===== src/rtl/ripple_carry_adder.sv =====
// Reference ripple-carry adder: chain of full adders producing {carry, sum} = a + b + cin.
module ripple_carry_adder #(
  parameter int WIDTH = 4
) (
  output logic [WIDTH-1:0] sum,
  output logic             carry,
  input  logic [WIDTH-1:0] a,
  input  logic [WIDTH-1:0] b,
  input  logic             cin
);

  logic [WIDTH:0] w_c;

  assign w_c[0] = cin;

  for (genvar gi = 0; gi < WIDTH; gi++) begin : g_fa
    assign sum[gi]    = a[gi] ^ b[gi] ^ w_c[gi];
    assign w_c[gi+1]  = (a[gi] & b[gi]) | (w_c[gi] & (a[gi] ^ b[gi]));
  end

  assign carry = w_c[WIDTH];

endmodule


===== config.mk =====
export PLATFORM = sky130hd
export DESIGN_NAME = ripple_carry_adder
export DESIGN_NICKNAME = d
export VERILOG_FILES = /design/src/rtl/ripple_carry_adder.sv
export SDC_FILE = /design/constraint.sdc
export NUM_CORES = 1
export LEC_CHECK = 0
export CORE_AREA = 2 2 39 41
export DETAILED_ROUTE_END_ITERATION = 12
export DIE_AREA = 0 0 41 43
export PLACE_DENSITY = 0.33
export RECOVER_POWER = 25
export SLEW_MARGIN = 20
export SYNTH_ARGS = -nofsm -noshare
export SYNTH_HDL_FRONTEND = slang
export SYNTH_SLANG_ARGS = --single-unit

===== constraint.sdc =====
create_clock -name vclk -period 3.07
set_input_delay 0.307 -clock vclk [all_inputs]
set_output_delay 0.307 -clock vclk [all_outputs]
set_load 0.02 [all_outputs]

==> flow_summary.toml <==
[critical_path]
critical_path_class = "in2out"
cp-end-kind = "output port"
crit_path_start_kind = "input pin"
cp.required_ps = 2760
path_max_fanout = 1
cp-startpoint = "a[0]"
arrival_ps = 2620

[min_path]
hold_path.class = "in2out"
min_to = "carry"
min-delay-start = "b[3]"
whs_path_depth = 5

[clock_network]
cts_hold_buf = 0

[yosys]
synth_nets = 27
syn_inst = 14
synth_top_area_share_pct = 68.09
synth-seq-area-share_pct = 0
synth.distinct_cells = 2
synth_top_cell_by_area = "fa_1"
syn-cell-area_um2 = 117.6
syn_area_per_cell_um2 = 8.401
synth_commonest_cells = "inv_1 (10), fa_1 (4)"
synthTopCellsByArea = "fa_1 (68%), inv_1 (32%)"
synth.most_common_cell = "inv_1"
ys_warn_count = 0

[detailed_routing]
drtAntennaViolNets = 0
drt-pass1-iter-count = 1
routedWlPerCell_um = 7.068
drtIter0Drc = 0
viasPerCell = 2.773
drc = 0
vias = 122
wirelength_um = 311

[die]
core_um2 = 1384
placement_rows = 14
chipHeight_um = 43
die_w_um = 41
dieArea_um2 = 1763
io_pins = 14
start_util_pct = 8.499

[finish]
n_clock_buffer = 0
ff_latch_area_um2 = 0
multi_input_area_um2 = 80.08
fillCellCount = 146
areaGrowthSynthToFinish_pct = 138.3
design.seq.count = 0
nets = 43
diodes = 0
final_util_pct = 20.25
drive_gt1_share_pct = 0

[global_routing]
grt_max_degree = 2
grt.overflow.total = 0
grt_pass1_wl_um = 358
antenna_found_initial = 0
grt_usage_pct = 2.817
grt_pass1_vias = 88

[placed_design]
gp_congestion = 0.5636
dp.final_hpwl_um = 304.1
io_buffer_count = 14

[power]
switchingPower_uw = 28.40
p_clk_share_pct = 0
seqPwrFrac_pct = 0
comb_power_share_pct = 100.0
peakVddDrop_v = 0.00005158
cellPowerDensity_nw_per_um2 = 214.3
p_total_uw = 60.06
p_sw_share_pct = 47.28
p_leak_uw = 0.0001473
internal_power_uw = 31.66

[sta]
setup_viol = 0
clock.fmax_mhz = 342.0
period_needed_ps = 2924
rsz0062_at_grt = "false"
tightest_slew_ps = 222.2
period_share_pct = 95.23
final-hold-violation-count = 0
whs_ps = 1478
tns_ps = 0
maxSlewHeadroom_pct = 85.16
drv_slew = 0

[outcome]
status = "complete, no violations"

[flow_run]
drv_cap = 0
## routing by layer
layer | part of all wire, % | vias up | global-route usage (%)
met4 | 0 | 0 | 0
met5 | 0 | - | 0
li1 | - | 60 | -
met2 | 34 | 14 | 4.375
met1 | 46 | 48 | 4.531
met3 | 19 | 0 | 0
## cells in the final DEF, fill, tap and decap left out, drive strengths merged
| master | netlist | final |
|---|---|---|
| dlygate4sd3 | 0 | 1 |
| clkdlybuf4s15 | 0 | 1 |
| fa | 4 | 4 |
| inv | 10 | 10 |
| dlymetal6s2s | 0 | 1 |
| clkdlybuf4s50 | 0 | 11 |
## through the flow
step / cell area, um2 / setup WS [ps] / instances
floorplan: 117.6 / 845.8 / 14
global placement: 277.8 / -170.8 / 44
detailed placement: 277.8 / -178.3 / 44
CTS: 276.5 / 79.37 / 44
global route: 280.3 / 7.339 / 44
finish: 280.3 / 146.4 / 44
## worst max-delay path: stages
cell	delay, ps
clkdlybuf4s50_1	430
fa_1	420
inv_1	70
fa_1	150
inv_1	50
fa_1	360
inv_1	70
fa_1	400
inv_1	70
clkdlybuf4s15_1	290
## logic make-up (layout without fill, tap and decap cells)
group | after synthesis | count (layout) | synth area share, %
buf+inv | 10 | 24 | 31.92
fa+ha+maj | 4 | 4 | 68.09
## what timing repair did
action,4_1_cts,5_1_grt
endpoints found under the setup margin,1,2
buffers inserted,0,0
hold endpoints to repair,0,0
resized for setup,1,2
gates cloned,0,0
## worst max path at each step
stage,to,slack (ps),cells past startpoint
global placement,sum[3],-170,10
finish,sum[3],150,10
global route,sum[3],7,10
CTS,carry,80,10
detailed placement,sum[3],-180,10
floorplan,sum[3],850,8
## power groups by stage
stage | Clock (uW) | Combinational, uW | Sequential, uW
after detailed placement | 0 | 63.7 | 0
after floorplan | 0 | 29.6 | 0
after global routing | 0 | 66.4 | 0
final | 0 | 60.1 | 0
after global placement | 0 | 63.2 | 0
after CTS | 0 | 61.9 | 0
## cell type report
type	instances	area share (%)
Multi-Input combinational cell	4	28.57
Timing Repair Buffer	14	50.89
Inverter	10	13.39
Tap cell	16	7.143
Power figures use the tool's default switching activity.
